`src/rtl/jk_cmd_pkg.sv`:
```
// Shared definitions for the JK command sequencer: command encodings, the
// sequencer state type and the two helpers that turn a command into J/K
// levels and into the q value the flip-flop should show afterwards.
package jk_cmd_pkg;

  localparam logic [1:0] CMD_HOLD   = 2'b00;
  localparam logic [1:0] CMD_RESET  = 2'b01;
  localparam logic [1:0] CMD_SET    = 2'b10;
  localparam logic [1:0] CMD_TOGGLE = 2'b11;

  typedef enum logic [1:0] {
    IDLE  = 2'd0,
    DRIVE = 2'd1,
    CHECK = 2'd2
  } state_t;

  // {j,k} levels that make the flip-flop carry out a command.
  function automatic logic [1:0] cmd_to_jk(input logic [1:0] c);
    logic [1:0] jk;
    case (c)
      CMD_HOLD:   jk = 2'b00;
      CMD_RESET:  jk = 2'b01;
      CMD_SET:    jk = 2'b10;
      CMD_TOGGLE: jk = 2'b11;
      default:    jk = 2'b00;
    endcase
    return jk;
  endfunction

  // q the flip-flop should present once it has applied command c from state q.
  function automatic logic expected_q(input logic [1:0] c, input logic q);
    logic nq;
    case (c)
      CMD_HOLD:   nq = q;
      CMD_RESET:  nq = 1'b0;
      CMD_SET:    nq = 1'b1;
      CMD_TOGGLE: nq = ~q;
      default:    nq = q;
    endcase
    return nq;
  endfunction

endpackage

```
`src/rtl/jk_cmd_fifo.sv`:
```
// Command FIFO for the JK sequencer. First-word-fall-through: dout shows the
// head entry whenever empty is low. Pointers wrap modulo DEPTH (DEPTH must be
// a power of two, at least 2); a separate occupancy count tells full from
// empty. A push while full and a pop while empty are ignored.
module jk_cmd_fifo #(
  parameter int DEPTH = 4,
  parameter int W     = 2
) (
  input  logic         clk,
  input  logic         rst,
  input  logic         push,
  input  logic         pop,
  input  logic [W-1:0] din,
  output logic [W-1:0] dout,
  output logic         full,
  output logic         empty
);

  localparam int AW = (DEPTH > 1) ? $clog2(DEPTH) : 1;
  localparam logic [AW-1:0] PTR_ONE  = AW'(1);
  localparam logic [AW:0]   CNT_ONE  = (AW+1)'(1);
  localparam logic [AW:0]   CNT_FULL = (AW+1)'(DEPTH);

  logic [W-1:0]  mem [DEPTH];
  logic [AW-1:0] wr_ptr;
  logic [AW-1:0] rd_ptr;
  logic [AW:0]   count;
  logic          do_push;
  logic          do_pop;

  assign full    = (count == CNT_FULL);
  assign empty   = (count == '0);
  assign do_push = push && !full;
  assign do_pop  = pop && !empty;
  assign dout    = mem[rd_ptr];

  // Storage array; no reset needed since dout is only meaningful when !empty.
  always_ff @(posedge clk) begin
    if (do_push) begin
      mem[wr_ptr] <= din;
    end
  end

  // Pointer and occupancy bookkeeping; push and pop together leave count alone.
  always_ff @(posedge clk or posedge rst) begin
    if (rst) begin
      wr_ptr <= '0;
      rd_ptr <= '0;
      count  <= '0;
    end else begin
      if (do_push) begin
        wr_ptr <= wr_ptr + PTR_ONE;
      end
      if (do_pop) begin
        rd_ptr <= rd_ptr + PTR_ONE;
      end
      case ({do_push, do_pop})
        2'b10:   count <= count + CNT_ONE;
        2'b01:   count <= count - CNT_ONE;
        default: count <= count;
      endcase
    end
  end

endmodule

```
`src/rtl/jk_cmd_sequencer.sv`:
```
// Upstream driver for a JK flip-flop stage. Commands arrive over a
// valid/ready handshake, queue in a small FIFO and are issued one J/K pair
// at a time as registered outputs.
//
// Optional feature, macro JK_CMD_SEQUENCER_CHECK_EN:
//   defined   - each command is followed by a CHECK cycle that compares the
//               flip-flop's q against the predicted value, pulses mismatch
//               and counts mismatches in a saturating err_cnt (2 cycles per
//               command).
//   undefined - no CHECK cycle; commands issue back to back at 1 per cycle,
//               mismatch and err_cnt are tied to 0.
//
// state | meaning
// IDLE  | nothing in flight, j/k at 00, waiting for the FIFO to fill
// DRIVE | j/k carry the current command; flip-flop samples on leaving
// CHECK | j/k back at 00; q_in compared with the predicted q
module jk_cmd_sequencer
  import jk_cmd_pkg::*;
#(
  parameter int DEPTH = 4,
  parameter int ERR_W = 8
) (
  input  logic             clk,
  input  logic             rst,
  input  logic [1:0]       cmd,
  input  logic             cmd_valid,
  output logic             cmd_ready,
  input  logic             q_in,
  output logic             j,
  output logic             k,
  output logic             busy,
  output logic             done,
  output logic             mismatch,
  output logic [ERR_W-1:0] err_cnt
);

  state_t     state;
  state_t     state_nxt;

  logic       fifo_push;
  logic       fifo_pop;
  logic       fifo_full;
  logic       fifo_empty;
  logic [1:0] fifo_dout;

  logic [1:0] jk_nxt;
  logic       done_nxt;

  // Ready depends only on occupancy so upstream may wait on it before valid.
  assign cmd_ready = !fifo_full;
  assign fifo_push = cmd_valid && !fifo_full;
  assign busy      = (state != IDLE) || !fifo_empty;

  jk_cmd_fifo #(
    .DEPTH (DEPTH),
    .W     (2)
  ) u_fifo (
    .clk   (clk),
    .rst   (rst),
    .push  (fifo_push),
    .pop   (fifo_pop),
    .din   (cmd),
    .dout  (fifo_dout),
    .full  (fifo_full),
    .empty (fifo_empty)
  );

  // State register.
  always_ff @(posedge clk or posedge rst) begin
    if (rst) begin
      state <= IDLE;
    end else begin
      state <= state_nxt;
    end
  end

  // Next-state logic: leave IDLE on any queued command, chain while work remains.
  always_comb begin
    state_nxt = state;
    case (state)
      IDLE: begin
        if (!fifo_empty) begin
          state_nxt = DRIVE;
        end
      end
`ifdef JK_CMD_SEQUENCER_CHECK_EN
      DRIVE: begin
        state_nxt = CHECK;
      end
      CHECK: begin
        state_nxt = fifo_empty ? IDLE : DRIVE;
      end
`else
      DRIVE: begin
        state_nxt = fifo_empty ? IDLE : DRIVE;
      end
`endif
      default: begin
        state_nxt = IDLE;
      end
    endcase
  end

  // Output logic: FIFO pop, next J/K levels and the retire strobe.
  always_comb begin
    fifo_pop = 1'b0;
    jk_nxt   = 2'b00;
    done_nxt = 1'b0;
    case (state)
      IDLE: begin
        if (!fifo_empty) begin
          fifo_pop = 1'b1;
          jk_nxt   = cmd_to_jk(fifo_dout);
        end
      end
`ifdef JK_CMD_SEQUENCER_CHECK_EN
      DRIVE: begin
        jk_nxt = 2'b00;
      end
      CHECK: begin
        done_nxt = 1'b1;
        if (!fifo_empty) begin
          fifo_pop = 1'b1;
          jk_nxt   = cmd_to_jk(fifo_dout);
        end
      end
`else
      DRIVE: begin
        done_nxt = 1'b1;
        if (!fifo_empty) begin
          fifo_pop = 1'b1;
          jk_nxt   = cmd_to_jk(fifo_dout);
        end
      end
`endif
      default: begin
        fifo_pop = 1'b0;
      end
    endcase
  end

  // Registered J/K and done pulse.
  always_ff @(posedge clk or posedge rst) begin
    if (rst) begin
      j    <= 1'b0;
      k    <= 1'b0;
      done <= 1'b0;
    end else begin
      j    <= jk_nxt[1];
      k    <= jk_nxt[0];
      done <= done_nxt;
    end
  end

`ifdef JK_CMD_SEQUENCER_CHECK_EN
  localparam logic [ERR_W-1:0] ERR_MAX = '1;
  localparam logic [ERR_W-1:0] ERR_ONE = ERR_W'(1);

  logic [1:0]       cur_cmd;
  logic             exp_q;
  logic             mm_nxt;
  logic [ERR_W-1:0] err_q;

  // Remember which command is on j/k so the prediction can be formed in DRIVE.
  always_ff @(posedge clk or posedge rst) begin
    if (rst) begin
      cur_cmd <= CMD_HOLD;
    end else if (fifo_pop) begin
      cur_cmd <= fifo_dout;
    end
  end

  // Predict q from the q present while the flip-flop samples j/k.
  always_ff @(posedge clk or posedge rst) begin
    if (rst) begin
      exp_q <= 1'b0;
    end else if (state == DRIVE) begin
      exp_q <= expected_q(cur_cmd, q_in);
    end
  end

  // Compare in CHECK; written as if/else so an unknown q_in lands on mismatch.
  always_comb begin
    mm_nxt = 1'b0;
    if (state == CHECK) begin
      if (q_in == exp_q) begin
        mm_nxt = 1'b0;
      end else begin
        mm_nxt = 1'b1;
      end
    end
  end

  // Mismatch pulse and saturating error counter.
  always_ff @(posedge clk or posedge rst) begin
    if (rst) begin
      mismatch <= 1'b0;
      err_q    <= '0;
    end else begin
      mismatch <= mm_nxt;
      if (mm_nxt && (err_q != ERR_MAX)) begin
        err_q <= err_q + ERR_ONE;
      end
    end
  end

  assign err_cnt = err_q;
`else
  // Without checking, q_in has no consumer.
  logic unused_q_in;
  assign unused_q_in = q_in;
  assign mismatch    = 1'b0;
  assign err_cnt     = '0;
`endif

endmodule
```
`config.mk`:
```
export PLATFORM = sky130hd
export DESIGN_NAME = jk_cmd_sequencer
export DESIGN_NICKNAME = d
export VERILOG_FILES = /design/src/rtl/jk_cmd_pkg.sv /design/src/rtl/jk_cmd_fifo.sv /design/src/rtl/jk_cmd_sequencer.sv
export SDC_FILE = /design/constraint.sdc
export NUM_CORES = 1
export LEC_CHECK = 0
export BUFFER_PORTS_ARGS = -buffer_cell sky130_fd_sc_hd__buf_4
export CORE_MARGIN = 4
export CORE_UTILIZATION = 56
export CTS_CLUSTER_DIAMETER = 150
export DETAILED_ROUTE_END_ITERATION = 16
export PLACE_DENSITY = 0.82
export SYNTH_ARGS = -nofsm -noshare
export SYNTH_HDL_FRONTEND = slang
export SYNTH_HIERARCHICAL = 1
export SYNTH_SLANG_ARGS = --single-unit
```
`constraint.sdc`:
```
create_clock -name clk -period 5.73 [get_ports clk]
set_input_delay 1.719 -clock clk [delete_from_list [all_inputs] [get_ports clk]]
set_output_delay 1.719 -clock clk [all_outputs]
set_load 0.01 [all_outputs]
```
==> flow_summary.toml, run 1 <==
[finish]
fin_cells = 98
area_delta_synth_final_pct = 8.11
fillers = 119
multi_input_area_um2 = 347
drive_above_1_share_pct = 24.4
finalNetCount = 95
ff_latch_area_um2 = 515
diodes = 0

[critical_path]
crit_type = "reg2out"
critPathBufInv = 1
startpoint_type = "flip-flop"
critPathSlowestCell = "dfrtp_1"
reg2reg_depth = 10
r2r_start = "u_fifo/count[0]"
critPathTopFamily = "simple AND/OR/NAND/NOR gates"
r2r-end = "u_fifo/count[2]"
crit_chain = "nor3_1 > nand2b_1 > buf_4"
cp-end-kind = "primary output"
ff2ff_setup_slack_ps = 3480
arrival_ps = 1490
worst-path-max-fanout = 5
critPathMaxStageDelay_ps = 470
cp_data_required_time_ps = 4010

[routing]
drtIter0Drc = 5
drc_errors = 0
vias = 496
final_antenna_net_count = 0
drtPass1Iterations = 3
via_per_inst = 5.06
wl_per_cell_um = 13.2
wl_um = 1290

[worst_hold_path]
whs_path_depth = 0
hold-path-endpoint = "done"
hold_path_startpoint = "state[0]"
min_path_type = "reg2reg"

[clock_network]
cts_made_buffers = 3
cts_setup_buffers = 0
clk_latency_ps = 280
cts_hold_buf = 0
clk_pin_slew_ps = 100
cts_root_buf = "clkbuf_4"
cts.path.max_buffers = 2
cts_tree = "yes"
cts-resized-gates = 0
cts_sinks = 19
htree_levels = 1

[synthesis]
synth_top_cell_area_share_pct = 29.3
ys_warn_count = 6
synth_seq_area_share_pct = 54.8
synthArstFlopShare_pct = 57.9
ys_seq_elements = 19
synth-main-ff-cell = "dfrtp_1"
postSynthAreaPerCell_um2 = 13.4
yosys.area.top_type = "dfrtp_1"
synth_edf_count = 8
syn_area_um2 = 941
synthTopCellsByCount = "dfrtp_1 (11), inv_1 (11), buf_4 (9)"
synth_area_leaders = "dfrtp_1 (29%), edfxtp_1 (26%), buf_4 (7.2%)"
ys_types = 22
synth_cells = 70

[place]
dp_cells = 94
hpwl_um = 1070
port_buffers = 9
gp_congestion = 0.628

[sta]
fin_crit_sh_pct = 56.0
fin_crit_ps = 3210
tns_ps = 0
fmax_mhz = 311
setup_violations = 0
skew_ps = 6.61
finalHoldViolCount = 0
hold_ws_ps = 376
slew_viol_final = 0
rsz0062_at_grt = "no"

[run]
drv_cap = 0

[status]
status = "complete, no violations"

[global_route]
track_usage_pct = 12.4
grt_max_degree = 11
grt_pass1_wl_um = 2290
grt_pass1_vias = 523
gr-total-overflow = 0
antenna_found_initial = 0

[die]
dieArea_um2 = 2400
ios = 20
initial_core_util_pct = 61.0
core-area_um2 = 1540
rows = 14
die_w_um = 49.0
die_h_um = 49.0

[power]
irDropWorstVdd_mv = 0.293
p_leak_uw = 0.000464
power.density_nw_per_um2 = 537
fin_total_pwr_uw = 546
sequential cells by signal (all words and copies together), names as in the netlist:
signal,cells
u_fifo/wr_ptr,2
u_fifo/count,3
done,1
u_fifo/mem,8
u_fifo/rd_ptr,2
k,1
j,1
state,1
metrics by stage:
step                      area (µm²)  utilization [%]  worst slack, ps
final                           1020             66.0             2520
after global routing            1020             66.0             2370
after CTS                       1020             66.0             2480
after detailed placement         991             64.3             2390
after global placement           991             64.3             2490
after floorplan                  971                -             2660
kinds of logic after synthesis:
group / synth area share [%]
AND/OR/NAND/NOR: 10.4
flip-flops: 54.8
buffers and inverters: 11.6
multiplexers: 7.45
XOR/XNOR: 5.59
adder cells (fa/ha/maj): 8.78
AO/OA/AOI/OAI: 1.06
other: 0.399
cell type report:
cell class | count | area share (%)
timing repair buffer | 9 | 6.64
inverter | 11 | 4.06
sequential | 19 | 50.7
clock buffer | 4 | 2.58
tap | 16 | 1.97
multi-input combinational | 39 | 34.1
layer usage:
metal	track usage [%]	vias up	routed length, µm
met5	0	-	0
li1	-	226	-
met3	3.36	2	65
met2	23.7	12	730
met1	12.8	256	481
met4	4.04	0	13
worst max-delay path by stage:
stage	start	slack (ps)	depth (start not counted)	endpoint
floorplan	cmd_valid	2660	9	u_fifo/count[2]
global placement	cmd_valid	2490	10	u_fifo/count[2]
detailed placement	cmd_valid	2390	10	u_fifo/count[2]
CTS	u_fifo/count[0]	2480	3	busy
global route	u_fifo/count[0]	2370	3	busy
finish	u_fifo/count[0]	2520	3	busy
where the power goes:
group,total (µW),internal [µW],switching [µW]
Sequential,239,197,41.2
Combinational,244,129,115
Clock,63.9,27.0,37.0
Total,546,353,193
cells in the final DEF (no fill, tap or decap):
cell type	synthesis	final
clkbuf_1	0	1
nor2_1	1	1
ha_1	5	5
mux2_4	1	1
nor3b_4	1	1
nand2_1	1	1
conb_1	1	9
inv_1	11	11
mux2i_1	1	1
nor3_1	1	1
fa_1	1	1
and2_1	2	2
nand2b_1	1	1
and2_2	2	2
xor2_1	3	3
nor2b_4	1	1
mux4_2	2	2
o31a_2	1	1
nor2b_1	3	3
buf_4	9	9
xnor2_1	3	3
dfrtp_1	11	11
clkbuf_4	0	3
edfxtp_1	8	8
worst reg2reg max path, delay by kind of cell, from the launching register on:
family        cells  cell delay, ps
simple gates      4             680
fa+ha+maj         2             580
flops             1             470
xor+xnor          2             320
buf+inv           2             130
Power figures use the tool's default switching activity.
==> run 2: changes to the inputs <==
CORE_ASPECT_RATIO = 0.7   (was not set)
CORE_UTILIZATION = 47   (was 56)
PLACE_DENSITY = 0.73   (was 0.82)
clock period = 2.7 ns   (was 5.73 ns; I/O delays follow)
==> flow_summary.toml, run 2 (same netlist as run 1, synthesis figures left out) <==
[status]
status = "complete, no violations"

[die]
core-area_um2 = 1870
die_h_um = 45.4
die_w_um = 61.5
rows = 13
initial_core_util_pct = 50.3
dieArea_um2 = 2790
ios = 20

[finish]
largest-register = "u_fifo/mem"
finalNetCount = 95
drive_above_1_share_pct = 25.6
reg.largest.list = "u_fifo/mem (8), u_fifo/count (3)"
diodes = 0
area_delta_synth_final_pct = 9.31
fin_util_pct = 55.0
fillers = 159
largest_reg_flops = 8
final_cell_mix = "inv_1 (11), dfrtp_1 (11), conb_1 (9), buf_4 (9), edfxtp_1 (8)"

[power]
power.density_nw_per_um2 = 1120
irDropWorstVdd_mv = 0.496
fin_total_pwr_uw = 1150
p_leak_uw = 0.000463

[global_route]
grt_max_degree = 13
antenna_found_initial = 0
grt_pass1_vias = 460
grt_pass1_wl_um = 2050
gr-total-overflow = 0
track_usage_pct = 10.9

[critical_path]
startpoint_type = "flip-flop"
reg2reg_depth = 10
critPathSlowestCell = "nor3_1"
r2r-end = "u_fifo/count[2]"
critPathMaxStageDelay_ps = 480
critPathBufInv = 1
critPathTopFamily = "simple AND/OR/NAND/NOR gates"
arrival_ps = 1500
cp_data_required_time_ps = 1890
crit_chain = "nor3_1 > nand2b_1 > buf_4"
critical_path.startpoint = "u_fifo/count[0]"
r2r_start = "u_fifo/count[0]"
worst-path-max-fanout = 5
ff2ff_setup_slack_ps = 510
crit_type = "reg2out"
cp-end-kind = "primary output"

[routing]
final_antenna_net_count = 0
drc_errors = 0
vias = 460
drtIter0Drc = 5
via_per_inst = 4.42
drtPass1Iterations = 4
wl_um = 1190
wl_per_cell_um = 11.5

[place]
port_buffers = 9
gp_congestion = 0.669
dp_worst_setup_slack_ps = 342
hpwl_um = 968

[clock_network]
cts_sinks = 19
cts_setup_buffers = 0
cts_hold_buf = 0
clk_pin_slew_ps = 110
cts_made_buffers = 3
htree_levels = 1
clk_latency_ps = 300
cts_root_buf = "clkbuf_4"
cts-resized-gates = 0
cts_tree = "yes"
cts.path.max_buffers = 2

[sta]
setup_slack_ps = 388
fin_crit_ps = 2310
rsz0062_at_grt = "no"
skew_ps = 3.35
fmax_mhz = 433
relSlewSlack_pct = 66.2
tns_ps = 0
slew_viol_final = 0
finalHoldViolCount = 0
setup_violations = 0
fin_crit_sh_pct = 85.6
tightest_slew_ps = 503

[run]
drv_cap = 0

[worst_hold_path]
min_path_type = "in2async"
run 2: cell count changes in the layout (fill, tap and decap cells not counted):
cell        previous run  this run
clkinvlp_4             0         1
clkbuf_1               1         0
run 2: per-layer routing:
layer | part of all wire, % | track usage, % | wire length [µm]
met3 | 5.4 | 2.55 | 65
met2 | 46 | 16.0 | 553
met1 | 46 | 13.6 | 553
met4 | 1.7 | 8.90 | 20
met5 | 0 | 0 | 0
run 2: layout make-up:
cell class | instances | area [µm²] | share of cell area, %
multi-input cells | 39 | 347 | 33.7
inverters | 11 | 41.3 | 4.01
well taps | 22 | 27.5 | 2.68
repair buffers | 9 | 67.6 | 6.57
clock buffers | 3 | 22.5 | 2.19
flip-flops and latches | 19 | 515 | 50.1
clock inverters | 1 | 7.51 | 0.730
run 2: per-stage QoR:
stage,cells,hold slack (ps),instance area (µm²)
2_1_floorplan,78,346,971
3_3_place_gp,100,352,998
4_1_cts,104,373,1030
6_report,104,378,1030
5_1_grt,104,366,1030
3_5_place_dp,100,362,998
run 2: worst max path at each step:
stage                                 end  cells after the start
after global placement    u_fifo/count[2]                     10
after global routing                 busy                      3
after floorplan           u_fifo/count[2]                      9
after detailed placement  u_fifo/count[2]                     10
final                                busy                      3
after CTS                            busy                      3
run 2: power breakdown:
part           switching [µW]  internal, µW  leakage, µW
registers                87.9           419     0.000198
clock network            91.5          56.5    0.0000139
logic                     227           269     0.000251
total                     406           744     0.000463
==> run 3: changes to the inputs <==
ABC_AREA = 1   (was not set)
CORE_ASPECT_RATIO = 1.2   (was 0.7)
==> flow_summary.toml, run 3 <==
[critical_path]
worst-path-max-fanout = 5
ff2ff_setup_slack_ps = 770
critPathTopFamily = "flip-flops"
critPathBufInv = 3
critPathSlowestCell = "dfrtp_1"
cp-end-kind = "primary output"
cp_data_required_time_ps = 1890
arrival_ps = 1290
critPathMaxStageDelay_ps = 410
crit_chain = "inv_2 > nand3_2 > inv_1 > nand2_1 > buf_4"
crit_type = "reg2out"
startpoint_type = "flip-flop"

[die]
dieArea_um2 = 2940
die_h_um = 58.6
rows = 18
ios = 20
core-area_um2 = 2050
initial_core_util_pct = 49.0
die_w_um = 50.2

[finish]
stdcell_area_um2 = 1100
drive_above_1_share_pct = 15.4
layout_commonest_cell = "inv_1"
finalNetCount = 136
final_cell_mix = "inv_1 (27), nand2_1 (23), dfrtp_1 (11)"
reg.largest.list = "u_fifo/mem (8), u_fifo/count (3)"
area_delta_synth_final_pct = 9.34
largest_reg_flops = 8
diodes = 0
largest-register = "u_fifo/mem"

[routing]
wl_um = 1330
drtIter0Drc = 8
via_per_inst = 4.12
wl_per_cell_um = 8.72
vias = 631
final_antenna_net_count = 0
drtPass1Iterations = 3
drc_errors = 0

[sta]
fmax_mhz = 477
tns_ps = 0
setup_slack_ps = 602
finalHoldViolCount = 0
setup_violations = 0
rsz0062_at_grt = "no"
hold_ws_ps = 396
skew_ps = 7.81
slew_viol_final = 0
fin_crit_ps = 2100
fin_crit_sh_pct = 77.7

[synthesis]
synth_cells = 111
synth_edf_count = 8
synth-main-ff-cell = "dfrtp_1"
synth_seq_area_share_pct = 51.3
ys_seq_elements = 19
synth.most_common_cell = "inv_1"
synthTopCellsByCount = "inv_1 (27), nand2_1 (23), dfrtp_1 (11)"
syn_area_um2 = 1000
yosys.area.top_type = "dfrtp_1"
synthArstFlopShare_pct = 57.9
synth_top_cell_area_share_pct = 27.4
ys_types = 17
ys_warn_count = 6
synth_area_leaders = "dfrtp_1 (27%), edfxtp_1 (24%), inv_1 (10%)"
postSynthAreaPerCell_um2 = 9.05

[power]
seq_power_share_pct = 39.9
irDropWorstVdd_mv = 0.648
p_leak_uw = 0.000588
swShare_pct = 41.3
power.density_nw_per_um2 = 1090
p_switching_uw = 496
pwr-share-clk_pct = 11.3
p_comb_share_pct = 48.8
fin_total_pwr_uw = 1200
power.internal_uw = 706

[clock_network]
clk_latency_ps = 280
htree_levels = 1
cts_tree = "yes"
cts-resized-gates = 0
cts.path.max_buffers = 2
cts_made_buffers = 3
cts_setup_buffers = 0
cts_root_buf = "clkbuf_4"
clk_pin_slew_ps = 100
cts_hold_buf = 0
cts_sinks = 19

[place]
dpl_cell_area_um2 = 1070
port_buffers = 9
gp_congestion = 0.848
dp_worst_setup_slack_ps = 455
hpwl_um = 1090

[worst_hold_path]
min_path_type = "in2async"

[global_route]
gr-total-overflow = 0
grt_max_degree = 11
track_usage_pct = 10.4
antenna_found_initial = 0
grt_pass1_vias = 574
grt_pass1_wl_um = 2290

[status]
status = "complete, no violations"

[run]
drv_cap = 0
## run 3: cell count changes after synthesis, moves of 3 or more
cell,previous run,this run
inv_1,11,27
xor2_1,3,0
nor2b_1,3,0
nand2_1,1,23
inv_2,0,4
nor2_1,1,7
nand3_1,0,5
o211ai_1,0,4
## run 3: kinds of logic (layout without fill, tap and decap cells)
kind of cell | after synthesis | after routing | share of synthesized area, %
xor+xnor | 1 | 1 | 0.872
other cells | 1 | 9 | 0.373
compound gates | 5 | 5 | 3.49
flops | 19 | 19 | 51.3
buf+inv | 40 | 44 | 18.3
fa+ha+maj | 6 | 6 | 8.22
simple gates | 39 | 39 | 17.4
## run 3: stage by stage
stage / std cells / utilization (%)
4_1_cts: 153 / 53.6
3_3_place_gp: 149 / 52.3
2_1_floorplan: 119 / -
6_report: 153 / 53.6
3_5_place_dp: 149 / 52.3
5_1_grt: 153 / 53.6
## run 3: routing by layer
metal / GRT usage (%) / routed length (µm) / part of all wire (%) / up-vias
met5: 0 / 0 / 0 / -
met4: 3.56 / 14 / 1.0 / 0
met3: 3.29 / 79 / 5.9 / 2
met2: 17.9 / 668 / 50 / 12
met1: 12.1 / 570 / 43 / 279
li1: - / - / - / 338
## run 3: final timing paths
path,startpoint,endpoint,depth (start not counted)
min,rst,done,2
max in group asynchronous,rst,u_fifo/wr_ptr[1],2
max reg2reg,u_fifo/count[1],u_fifo/count[2],12
min reg2reg,state[0],done,0
min in group clk,state[0],done,0
max,u_fifo/count[1],busy,5
## run 3: area by class of cell
class                      count  area (µm²)
clock buffer                   4        26.3
inverter                      31         116
multi-input combinational     60         335
fill                         179         951
sequential                    19         515
tap                           30        37.5
timing repair buffer           9        67.6
## run 3: power by group through the flow
stage | registers (µW) | clock network (µW) | logic (µW)
4_1_cts | 481 | 140 | 597
6_report | 480 | 135 | 586
2_1_floorplan | 488 | 0 | 451
3_5_place_dp | 486 | 0 | 597
5_1_grt | 494 | 162 | 686
3_3_place_gp | 485 | 0 | 567
## run 3: worst reg2reg max path: cells and delay by family (launching register included)
family,cells,cell delay (ps)
adders and majority gates,2,550
DFF,1,410
and+or+nand+nor,7,630
buffers and inverters,3,260
